## src/rtl/mips_pkg.sv

```systemverilog
// Shared architectural constants for the register file and its address decoders.
package mips_pkg;
    localparam int unsigned NUM_REGS   = 16;
    localparam int unsigned REG_ADDR_W = 4;
    localparam int unsigned DATA_W     = 32;
    localparam int unsigned BYTE_LANES = 4;
    localparam int unsigned COUNT_W    = 5;
endpackage

```

## src/rtl/decoder4to16.sv

```systemverilog
// Register address to one-hot select, shared by the write and reserve paths.
module decoder4to16
    import mips_pkg::NUM_REGS, mips_pkg::REG_ADDR_W;
(
    input  logic [REG_ADDR_W-1:0] addr,
    output logic [NUM_REGS-1:0]   onehot_c
);

    always_comb begin
        onehot_c       = '0;
        onehot_c[addr] = 1'b1;
    end

endmodule

```

## src/rtl/register_bank_16x32.sv

```systemverilog
// 16x32 register bank with byte-lane writes, busy scoreboard and pending-write counter.
module register_bank_16x32
    import mips_pkg::NUM_REGS, mips_pkg::REG_ADDR_W, mips_pkg::BYTE_LANES, mips_pkg::COUNT_W;
#(
    parameter int unsigned DATA_W   = 32,
    parameter bit          ZERO_REG = 1'b1
)
(
    input  logic                  clk,
    input  logic                  reset,
    input  logic                  regWrite,
    input  logic [REG_ADDR_W-1:0] writeAddr,
    input  logic [DATA_W-1:0]     writeData,
    input  logic [BYTE_LANES-1:0] byteEn,
    input  logic                  reserve,
    input  logic [REG_ADDR_W-1:0] reserveAddr,
    input  logic [REG_ADDR_W-1:0] srcA,
    input  logic [REG_ADDR_W-1:0] srcB,
    output logic [DATA_W-1:0]     reg0,
    output logic [DATA_W-1:0]     reg1,
    output logic [DATA_W-1:0]     reg2,
    output logic [DATA_W-1:0]     reg3,
    output logic [DATA_W-1:0]     reg4,
    output logic [DATA_W-1:0]     reg5,
    output logic [DATA_W-1:0]     reg6,
    output logic [DATA_W-1:0]     reg7,
    output logic [DATA_W-1:0]     reg8,
    output logic [DATA_W-1:0]     reg9,
    output logic [DATA_W-1:0]     reg10,
    output logic [DATA_W-1:0]     reg11,
    output logic [DATA_W-1:0]     reg12,
    output logic [DATA_W-1:0]     reg13,
    output logic [DATA_W-1:0]     reg14,
    output logic [DATA_W-1:0]     reg15,
    output logic [NUM_REGS-1:0]   busy,
    output logic                  stall,
    output logic [COUNT_W-1:0]    pendingCount
);

    localparam int unsigned LANE_W = DATA_W / BYTE_LANES;

    logic [NUM_REGS-1:0] wr_onehot;
    logic [NUM_REGS-1:0] rs_onehot;
    logic [NUM_REGS-1:0] zero_mask;
    logic [NUM_REGS-1:0] wr_vec;
    logic [NUM_REGS-1:0] rs_vec;
    logic                set_new;
    logic                clr_old;
    logic [DATA_W-1:0]   regs [NUM_REGS];

    decoder4to16 u_wr_dec (
        .addr     (writeAddr),
        .onehot_c (wr_onehot)
    );

    decoder4to16 u_rs_dec (
        .addr     (reserveAddr),
        .onehot_c (rs_onehot)
    );

    // Register 0 is hardwired when ZERO_REG: its writes and reservations never land.
    assign zero_mask = ZERO_REG ? NUM_REGS'(1) : '0;
    assign wr_vec    = regWrite ? (wr_onehot & ~zero_mask) : '0;
    assign rs_vec    = reserve  ? (rs_onehot & ~zero_mask) : '0;

    // Counter deltas: a reserve on the written register keeps it busy, so no decrement.
    assign set_new = |(rs_vec & ~busy);
    assign clr_old = |(wr_vec & busy & ~rs_vec);

    for (genvar r = 0; r < NUM_REGS; r++) begin : g_reg
        always_ff @(posedge clk or posedge reset) begin
            if (reset) begin
                regs[r] <= '0;
            end else if (wr_vec[r]) begin
                for (int l = 0; l < BYTE_LANES; l++) begin
                    if (byteEn[l]) begin
                        regs[r][l*LANE_W +: LANE_W] <= writeData[l*LANE_W +: LANE_W];
                    end
                end
            end
        end
    end

    always_ff @(posedge clk or posedge reset) begin
        if (reset) begin
            busy         <= '0;
            pendingCount <= '0;
        end else begin
            busy         <= (busy & ~wr_vec) | rs_vec;
            pendingCount <= pendingCount + COUNT_W'(set_new) - COUNT_W'(clr_old);
        end
    end

    assign stall = busy[srcA] | busy[srcB];

    assign reg0  = regs[0];
    assign reg1  = regs[1];
    assign reg2  = regs[2];
    assign reg3  = regs[3];
    assign reg4  = regs[4];
    assign reg5  = regs[5];
    assign reg6  = regs[6];
    assign reg7  = regs[7];
    assign reg8  = regs[8];
    assign reg9  = regs[9];
    assign reg10 = regs[10];
    assign reg11 = regs[11];
    assign reg12 = regs[12];
    assign reg13 = regs[13];
    assign reg14 = regs[14];
    assign reg15 = regs[15];

endmodule

```

## config.mk

```make
export PLATFORM = sky130hd
export DESIGN_NAME = register_bank_16x32
export DESIGN_NICKNAME = d
export VERILOG_FILES = /design/src/rtl/mips_pkg.sv /design/src/rtl/decoder4to16.sv /design/src/rtl/register_bank_16x32.sv
export SDC_FILE = /design/constraint.sdc
export NUM_CORES = 1
export LEC_CHECK = 0
export ABC_AREA = 1
export CORE_AREA = 2 2 230 232
export DETAILED_ROUTE_END_ITERATION = 10
export DIE_AREA = 0 0 232 234
export PLACE_DENSITY_LB_ADDON = 0.2
export SYNTH_ARGS = -nofsm -noshare
export SYNTH_HDL_FRONTEND = slang
export SYNTH_SLANG_ARGS = --single-unit
```

## constraint.sdc

```tcl
create_clock -name clk -period 17.6 [get_ports clk]
set_input_delay 1.76 -clock clk [delete_from_list [all_inputs] [get_ports clk]]
set_output_delay 1.76 -clock clk [all_outputs]
set_load 0.005 [all_outputs]
```

## Word level (Yosys, flattened, before mapping)

Cells that the tools add are included.

- Flip-flop bits (word level): 533
- Input bits: 56
- Output and inout port bits: 534
- Logic and storage cells: 161

- Add/sub/neg operators: 2
- Magnitude comparators: 6
- Multiplexer cells: 10
- Bitwise logic cells: 9
- Reductions and logical operators: 68

Operators with widths:

| cell | number |
|---|---|
| $reduce_and A2 Y1 | 64 |
| $and A16 B16 Y16 | 4 |
| $not A16 Y16 | 3 |
| $mux W16 | 2 |
| $reduce_or A16 Y1 | 2 |
| $lt A4 B5 Y1 const B | 4 |
| $or A16 B16 Y16 | 1 |
| $bmux W1 S4 | 2 |
| $demux W1 S4 | 2 |
| $ge A4 B1 Y1 const B | 2 |
| $add A5 B1 Y5 | 1 |
| $sub A5 B1 Y5 | 1 |
| $mux W1 | 4 |
| $logic_and A1 B1 Y1 | 2 |
| $or A1 B1 Y1 | 1 |

## Depth between registers and ports, before layout

Gate-level depths: netlist of run 1.

- Word-level depth: 9
- Mapped depth: 17
- Depth with buffers taken out: 17

## Modules after synthesis

A second synthesis of run 1 with hierarchy kept.

- Cells, all modules: 1949
- Area total of the unflattened synthesis: 19419.9 µm²

Modules (own cells, without submodules):

| module | instances | cells an instance | area each (µm²) | seq. area each (µm²) |
|---|---|---|---|---|
| register_bank_16x32 | 1 | 1893 | 19209.7 | 12512.0 |
| decoder4to16 | 2 | 28 | 105.1 | 0.0 |

## Least setup slack after synthesis of run 1

OpenSTA, ideal clock, no wires.

- Kind: input port to output port
- From: input port srcA[0]
- To: output port stall
- Data arrival time: 2.427 ns
- Required time: 15.840 ns
- Path slack: 13.413 ns
- Stages on the path: 7
- Path buffers: 1
- Cell sequence: clkbuf_1 > nor2_1 > o21ai_0 > nand2_1 > nand3b_1 > nand2_1 > nand2_1

- Word-level cells in the longest chain between the ends: 3

RTL lines:

| element | RTL line | source |
|---|---|---|
| start: declaration | register_bank_16x32.sv:17 | `input logic [REG_ADDR_W-1:0] srcA,` |
| $bmux W1 S4 | register_bank_16x32.sv:94 | `assign stall = busy[srcA] \| busy[srcB];` |
| $mux W1 (not written as such) | register_bank_16x32.sv:94 |  |
| $or A1 B1 Y1 | register_bank_16x32.sv:94 |  |
| end: declaration | register_bank_16x32.sv:36 | `output logic stall,` |

No other way between the ends. The select of a mux whose other input is x is not followed.

## Worst setup path in the final report of run 1

- From: input port srcB[0]
- To: output port stall

- Word-level cells in the longest chain between the ends: 3

RTL lines:

| element | RTL line | source |
|---|---|---|
| start: declaration | register_bank_16x32.sv:18 | `input logic [REG_ADDR_W-1:0] srcB,` |
| $bmux W1 S4 | register_bank_16x32.sv:94 |  |
| $mux W1 (not written as such) | register_bank_16x32.sv:94 |  |
| $or A1 B1 Y1 | register_bank_16x32.sv:94 |  |

No other way between the ends. The select of a mux whose other input is x is not followed.

==> qor.csv, run 1 <==
metric,value,unit
outcome,"finished, final reports clean",
cts_setup_buffers,0,
syn_inst,1914,
drt-vias-per-instance,4.882,
syn_area,19100,µm²
yosys.area_share.xor_xnor,0.001834,
nFillCells,4855,
grt_max_degree,161,
cts_buffers,54,
hpwl,48.53,mm
synth_fa_ha_area_frac,0.004323,
relSlewSlack,0.3350,
layout.cells.non_filler,3157,
synth_top_family_by_area,compound AO/OA/AOI/OAI gates,
fmax,0.1871,GHz
clkSinkCount,500,
grt_pass1_vias,14720,
drtIter0Drc,1035,
synth_compound_area_frac,0.1390,
finalCriticalPeriod,5.344,ns
dieHeight,234,µm
hold_violations,0,
path_max_fanout,15,
ir_drop,0.00008609,V
finalCritPeriodShare,0.3036,
layout.nets,2492,
cts_resized,0,
placedCellCount,3062,
yosysSeqAreaShare,0.6551,
initial_core_util,0.3671,
area_growth,38.95,%
die_area,54290,µm²
crit_type,primary input to primary output,
synth_mux_area_frac,0,
drt_pass1_iterations,5,
cp-end-kind,primary output,
clkTransAtPathRegs,0.06,ns
grt_overflow,0,
ios,590,
antenna_found_initial,2,
setup-tns-final,0,ns
required,15.84,ns
regArea,12510,µm²
worstMarginPinSlew,0.9974,ns
slew_violations,0,
cts_hold_buffers,0,
p_per_area,130.6,nW/µm²
cts_tree,yes,
skew,0.005338,ns
clockBufferDepth,3,
die_w,232,µm
ant_nets,0,
wire_per_inst,21.16,µm
fin_util,0.5101,
placed_area,24800,µm²
multi_input_area,5550,µm²
grt_setup_unrepaired,false,
cts_root_buf,clkbuf_16,
rows,84,
cap_violations,0,
synth-simple-area-share,0.1389,
ys.warnings.count,0,
ys_ff_latch,500,
portBuffers,556,
synth-edff-count,0,
drc,0,
clock_latency,0.59,ns
final_area,26540,µm²
drt_wl_total,66.81,mm
cts_htree_levels,2,
vias,15410,
p_total,0.003466,W
leakagePower,11.99,nW
grt_pass1_wl,98.04,mm
ys.flop_type,dfrtp_1,
track_usage,0.2414,
worstPathArrival,3.58,ns
n_antenna_cell,0,
min_path_type,flip-flop to flip-flop,
drive_above_1_share,0.04455,
finalSetupViolCount,0,
ys_types,24,
core-area,52020,µm²
async_flop_share,1.000,
avgSynthCellArea,9.980,µm²
gp_congestion,0.8631,
start_kind,primary input,
cell usage in the layout, fill, tap and decap left out, types with 24 or more instances in the layout:
cell type / Yosys / final
o21ai_0: 486 / 486
conb_1: 1 / 33
dfrtp_1: 500 / 500
nor2_1: 29 / 29
nand3_1: 41 / 41
inv_1: 69 / 68
clkbuf_16: 0 / 55
o21ai_1: 24 / 24
nand2_1: 577 / 577
clkdlybuf4s50_1: 0 / 556
synthesized netlist by cell type, types with 2 or more instances:
master    number  share of area
a21oi_1        9         0.0024
nand2_2       16         0.0052
nor2_1        29         0.0057
nand2_1      577           0.11
dfrtp_1      500           0.66
buf_4         33          0.013
xor2_1         2        0.00092
o22ai_1        2        0.00065
xnor2_1        2        0.00092
clkbuf_1      38         0.0075
inv_1         69          0.014
buf_2         29         0.0076
nand3_1       41          0.011
o21ai_1       24         0.0063
o21ai_0      486           0.13
ha_1           5         0.0033
o211ai_1       6         0.0024
buf_6         32          0.019
nor2_2         9         0.0029
per-stage QoR:
step	hold WS, ns	setup slack (ns)
final	0.4811	12.26
after global routing	0.4981	12.14
after global placement	0.4650	12.31
after detailed placement	0.4716	12.26
after floorplan	0.4754	1.880
after CTS	0.4860	12.26
metal layers:
layer | up-vias | share of wire | track usage
li1 | 7220 | - | -
met2 | 567 | 0.48 | 0.3940
met5 | - | 0.00016 | 0
met3 | 103 | 0.080 | 0.06761
met4 | 2 | 0.028 | 0.07192
met1 | 7521 | 0.42 | 0.3140
cells by family after synthesis:
group / Yosys count
fa+ha+maj: 6
flops: 500
simple gates: 674
other cells: 1
compound gates: 527
buf+inv: 202
xor+xnor: 4
worst paths after layout:
| kind | cells after the start | from | slack (ns) | end |
|---|---|---|---|---|
| max | 9 | srcB[0] | 12.26 | stall |
| min | 2 | reg15[28] | 0.48 | reg15[28] |
| max reg2reg | 13 | busy[1] | 15.09 | pendingCount[4] |
| min reg2reg | 2 | reg15[28] | 0.48 | reg15[28] |
| max in group asynchronous | 4 | reset | 13.43 | reg7[14] |
| min in group asynchronous | 2 | reset | 1.69 | reg12[18] |
worst max-delay path, cell delays in order:
cell and delay [ns]:
clkdlybuf4s50_1 0.62, a21oi_1 0.24, o21ai_0 0.11, nand2_1 0.09, nand2_1 0.05, nand3_1 0.06, nand2_1 0.06, nand2_1 0.07
clkdlybuf4s50_1 0.52
cell type report:
type	count	area share
clock buffers	80	0.05841
repair buffers	560	0.2113
clock inverters	15	0.007119
multi-input cells	1244	0.2091
flip-flops and latches	500	0.4714
inverters	70	0.01018
well taps	688	0.03243
where the power goes:
part / internal, W / switching (W) / leakage [nW]
combinational: 0.000476 / 0.000354 / 4.68
clock: 0.000665 / 0.000461 / 0.853
sequential: 0.00137 / 0.000140 / 6.46
Power figures use the tool's default switching activity.
==> run 2, diff against run 1 <==
==> constraint.sdc (replaced) <==
create_clock -name clk -period 5 [get_ports clk]
set_input_delay 0.5 -clock clk [delete_from_list [all_inputs] [get_ports clk]]
set_output_delay 0.5 -clock clk [all_outputs]
set_load 0.005 [all_outputs]
==> qor.csv, run 2 (synthesized netlist as in run 1, its figures left out) <==
metric,value,unit,change
outcome,"finished, final reports clean",,
cts_setup_buffers,0,,unchanged
clkTransAtPathRegs,0.06,ns,about the same
die_area,54290,µm²,unchanged
multi_input_area,5550,µm²,unchanged
drc,0,,unchanged
cap_violations,0,,unchanged
combPwrFrac,0.233,,-0.006
globalRouteMet2Util,0.3884,,-0.005597
cts_root_buf,clkbuf_16,,
cts_resized,0,,unchanged
rows,84,,unchanged
intPower,0.009109,W,+260%
finalCritPeriodShare,0.6167,,
crit_type,flip-flop to primary output,,
layout_commonest_cell,nand2_1,,
track_usage,0.2411,,-0.0002763
cp-end-kind,primary output,,
crit_chain,"inv_1, a21oi_1, o21ai_0, nand2_1, nand2_1, nand3_1, nand2_1, nand2_1, clkdlybuf4s50_1",,
hold_violations,0,,unchanged
setup-tns-final,0,ns,unchanged
drive_above_1_share,0.05433,,+0.009774
swShare,0.2692,,-0.006433
leakagePower,12.15,nW,+1.4%
ant_nets,0,,unchanged
cpMaxStageDelayCell,clkdlybuf4s50_1,,
initial_core_util,0.3671,,unchanged
clock_latency,0.59,ns,about the same
die_w,232,µm,unchanged
skew,0.006702,ns,+0.001364 ns
vias,15530,,+0.77%
required,4.50,ns,-11.34 ns
reg2reg_slack,2.51,ns,-12.58 ns
grt_max_degree,137,,-15%
path_max_fanout,5,,-10
ir_drop,0.0002805,V,+230%
regArea,12510,µm²,unchanged
finalCriticalPeriod,3.083,ns,
drtIter0Drc,1045,,+0.97%
slew_violations,0,,unchanged
cts_htree_levels,2,,unchanged
clkSinkCount,500,,unchanged
placedCellCount,3075,,+0.42%
p_total,0.01246,W,+260%
cts_buffers,53,,-1.9%
grt-busiest-layer,met2,,
min_path_type,primary input to asynchronous set/reset pin,,
portBuffers,556,,unchanged
cts_tree,yes,,
p_per_area,464.5,nW/µm²,+260%
final_cell_mix,"577 x nand2_1, 556 x clkdlybuf4s50_1, 500 x dfrtp_1",,
hpwl,48.56,mm,about the same
core-area,52020,µm²,unchanged
grt_util_met3,0.07284,,+0.005229
drt_wl_total,66.45,mm,-0.53%
drt_pass1_iterations,8,,+3
cpMostUsedCell,nand2_1,,
worstPathArrival,2.58,ns,-1.00 ns
grtUsageMet1,0.3104,,-0.003619
antenna_found_initial,2,,unchanged
gp_congestion,0.8478,,-1.8%
nFillCells,4819,,-0.74%
area_growth,40.48,%,
start_kind,flip-flop,,
layout.nets,2504,,+0.48%
relSlewSlack,0.3989,,+0.06381
grt_pass1_vias,14860,,+0.92%
ios,590,,unchanged
grt_pass1_wl,98.17,mm,+0.13%
drt-vias-per-instance,4.893,,+0.23%
grt_setup_unrepaired,false,,
switching_power,0.003355,W,+250%
layout.cells.non_filler,3174,,+0.54%
clockPowerShare,0.340,,+0.015
fmax,0.3243,GHz,
worstMarginPinSlew,0.8989,ns,-0.09853 ns
wire_per_inst,20.94,µm,-1.1%
dieHeight,234,µm,unchanged
cts_hold_buffers,0,,unchanged
slowest_delay,0.61,ns,about the same
finalSetupViolCount,0,,unchanged
clockBufferDepth,3,,unchanged
grt_overflow,0,,unchanged
seqPwrFrac,0.427,,-0.009
==> run 2: path summary, 6_finish.rpt <==
path | to | depth (start not counted) | startpoint
max | stall | 9 | busy[3]
min | reg11[16] | 2 | reset
max reg2reg | pendingCount[4] | 13 | busy[1]
min reg2reg | reg10[23] | 2 | reg10[23]
max in group asynchronous | reg11[9] | 3 | reset
min in group clk | reg10[23] | 2 | reg10[23]
==> run 2: worst max-delay path, delay by kind of cell, from the launching register on <==
kind	cells	cell delay, ns
simple gates	5	0.42
buf+inv	2	0.76
compound gates	2	0.28
flops	1	0.52
==> run 2: cell type report <==
class                           instances  area share
Antenna cell                            1  0.00009326
Clock buffer                           79     0.06062
Clock inverter                         19     0.01058
Inverter                               70    0.009932
Multi-Input combinational cell       1244      0.2068
Sequential cell                       500      0.4663
Tap cell                              688     0.03208
Timing Repair Buffer                  573      0.2136
==> run 2: through the flow <==
step	util	cell area [µm²]	setup WS (ns)	hold WS, ns
floorplan	-	19220	-2.284	0.4754
CTS	0.5157	26830	1.894	0.3825
detailed placement	0.4790	24920	1.455	0.4723
global route	0.5158	26830	1.786	0.4133
global placement	0.4790	24920	1.460	0.4663
finish	0.5158	26830	1.917	0.3678
==> run 2: power groups by stage <==
stage | Sequential (W) | Combinational [W] | Clock [W]
5_1_grt | 0.00541 | 0.00318 | 0.00451
4_1_cts | 0.00532 | 0.00295 | 0.00434
3_3_place_gp | 0.00535 | 0.00291 | 0
3_5_place_dp | 0.00537 | 0.00294 | 0
6_report | 0.00532 | 0.00291 | 0.00424
2_1_floorplan | 0.00537 | 0.000828 | 0
==> run 2: metal layers <==
metal,part of all wire,vias to the layer above
met3,0.083,104
met2,0.47,565
met5,0.00015,-
li1,-,7255
met1,0.41,7605
met4,0.032,2
==> run 3, diff against run 2 <==
==> constraint.sdc (replaced) <==
create_clock -name clk -period 3.1 [get_ports clk]
set_input_delay 0.31 -clock clk [delete_from_list [all_inputs] [get_ports clk]]
set_output_delay 0.31 -clock clk [all_outputs]
set_load 0.005 [all_outputs]
==> qor.csv, run 3 (synthesized netlist as in run 1, its figures left out) <==
metric,value,unit,change
slew_violations,0,,unchanged
clockPowerShare,0.325,,-0.015
grt_pass1_vias,15310,,+3.0%
drive_above_1_share,0.06364,,+0.009318
rows,84,,unchanged
dieHeight,234,µm,unchanged
leakagePower,12.25,nW,+0.81%
core-area,52020,µm²,unchanged
required,3.62,ns,-0.88 ns
cts_hold_buffers,0,,unchanged
intPower,0.01429,W,+57%
cts_setup_buffers,0,,unchanged
clkTransAtPathRegs,0.06,ns,about the same
worstPathArrival,3.25,ns,+0.67 ns
final_cell_mix,"577 x nand2_1, 556 x clkdlybuf4s50_1, 500 x dfrtp_1",,
r2r_start,busy[7],,
nFillCells,4766,,-1.1%
placed_area,25230,µm²,+1.2%
combPwrFrac,0.239,,+0.006
rr_endpoint,pendingCount[4],,
hold_violations,0,,unchanged
cts_root_buf,clkbuf_16,,
path_max_fanout,4,,-1
area_growth,41.29,%,
grt_overflow,0,,unchanged
outcome,"finished, final reports clean",,
gp_congestion,0.8540,,+0.73%
finalCriticalPeriod,2.725,ns,
cp-end-kind,flip-flop,,
die_w,232,µm,unchanged
clockBufferDepth,3,,unchanged
final_area,26990,µm²,+0.57%
p_per_area,731.2,nW/µm²,+57%
die_area,54290,µm²,unchanged
pre_cts_slack,-0.2231,ns,-1.678 ns
grt_max_degree,85,,-38%
finalCritPeriodShare,0.8790,,
grt_setup_unrepaired,false,,
layout_commonest_cell,nand2_1,,
vias,15640,,+0.67%
drt_wl_total,66.74,mm,+0.44%
worstRegToRegCells,13,,unchanged
cts_resized,0,,unchanged
cts_tree,yes,,
track_usage,0.2432,,+0.002059
antenna_found_initial,4,,+2
min_path_type,primary input to asynchronous set/reset pin,,
skew,0.01878,ns,+0.01208 ns
drt-vias-per-instance,4.880,,-0.27%
setup-tns-final,0,ns,unchanged
reg2reg_slack,0.54,ns,-1.97 ns
ir_drop,0.0005255,V,+87%
swShare,0.2759,,+0.006726
clkSinkCount,500,,unchanged
fin_util,0.5187,,+0.002958
drt_pass1_iterations,5,,-3
fmax,0.3670,GHz,
drtIter0Drc,933,,-11%
ios,590,,unchanged
wire_per_inst,20.83,µm,-0.50%
hpwl,48.33,mm,-0.46%
finalSetupViolCount,0,,unchanged
cts_htree_levels,2,,unchanged
fin_ws,0.3752,ns,-1.542 ns
crit_type,primary input to flip-flop,,
relSlewSlack,0.4952,,+0.09638
seqPwrFrac,0.436,,+0.009
clock_latency,0.60,ns,about the same
drc,0,,unchanged
cap_violations,0,,unchanged
grt_pass1_wl,99.53,mm,+1.4%
worstMarginPinSlew,0.7563,ns,-0.1426 ns
initial_core_util,0.3671,,unchanged
ant_nets,0,,unchanged
cts_buffers,54,,+1.9%
portBuffers,556,,unchanged
layout.nets,2538,,+1.4%
start_kind,primary input,,
switching_power,0.005445,W,+62%
## run 3: changes by cell type in the layout (fill, tap and decap cells not counted)
cell	change
clkbuf_16	-1
diode_2	+1
buf_12	+5
bufinv_16	-3
clkbuf_1	+4
inv_6	-1
clkinvlp_4	+1
clkbuf_8	-6
clkinv_4	+1
clkinv_8	+1
buf_4	+28
## run 3: how the worst max path moves through the flow
stage / startpoint / to / cells after the start
3_5_place_dp: reserveAddr[3] / pendingCount[4] / 16
6_report: reserveAddr[3] / pendingCount[4] / 16
5_1_grt: reserveAddr[3] / pendingCount[4] / 16
2_1_floorplan: reset / busy[10] / 1
3_3_place_gp: reserveAddr[3] / pendingCount[4] / 16
4_1_cts: reserveAddr[3] / pendingCount[4] / 16
## run 3: area by class of cell
cell class | count | area, µm² | share of cell area
repair buffers | 606 | 6041 | 0.2238
well taps | 688 | 860.8 | 0.03190
flip-flops and latches | 500 | 12510 | 0.4636
multi-input cells | 1244 | 5550 | 0.2057
clock buffers | 76 | 1534 | 0.05684
diodes | 2 | 5.005 | 0.0001855
clock inverters | 18 | 217.7 | 0.008067
inverters | 70 | 266.5 | 0.009875
## run 3: power by group through the flow
stage,combinational [W],sequential [W],clock (W)
after global placement,0.00471,0.00865,0
final,0.00471,0.00860,0.00642
after floorplan,0.00133,0.00866,0
after CTS,0.00479,0.00860,0.00656
after global routing,0.00518,0.00875,0.00683
after detailed placement,0.00476,0.00868,0
## run 3: critical path: stages
cell             delay (ns)
clkdlybuf4s50_1        0.54
inv_1                  0.07
nor2_1                 0.23
nand3_1                0.17
buf_4                  0.17
o21ai_0                0.19
nor2_1                 0.10
nand2_1                0.07
nor2_1                 0.04
ha_1                   0.27
inv_1                  0.07
ha_1                   0.16
inv_1                  0.05
fa_1                   0.39
o21ai_0                0.24
xor2_1                 0.17
## run 3: layer usage
layer,share of wire,track usage
met1,0.42,0.3146
met2,0.47,0.3905
met3,0.077,0.07490
met4,0.031,0.07953
met5,0.00055,0
## run 3: per-stage QoR
step                power [W]  hold WS (ns)  std cells
finish                0.01973        0.1308       3204
global route          0.02075        0.1407       3202
CTS                   0.01994        0.1334       3202
detailed placement    0.01345        0.4719       3108
global placement      0.01336        0.4647       3108
floorplan            0.009997        0.4754       1946
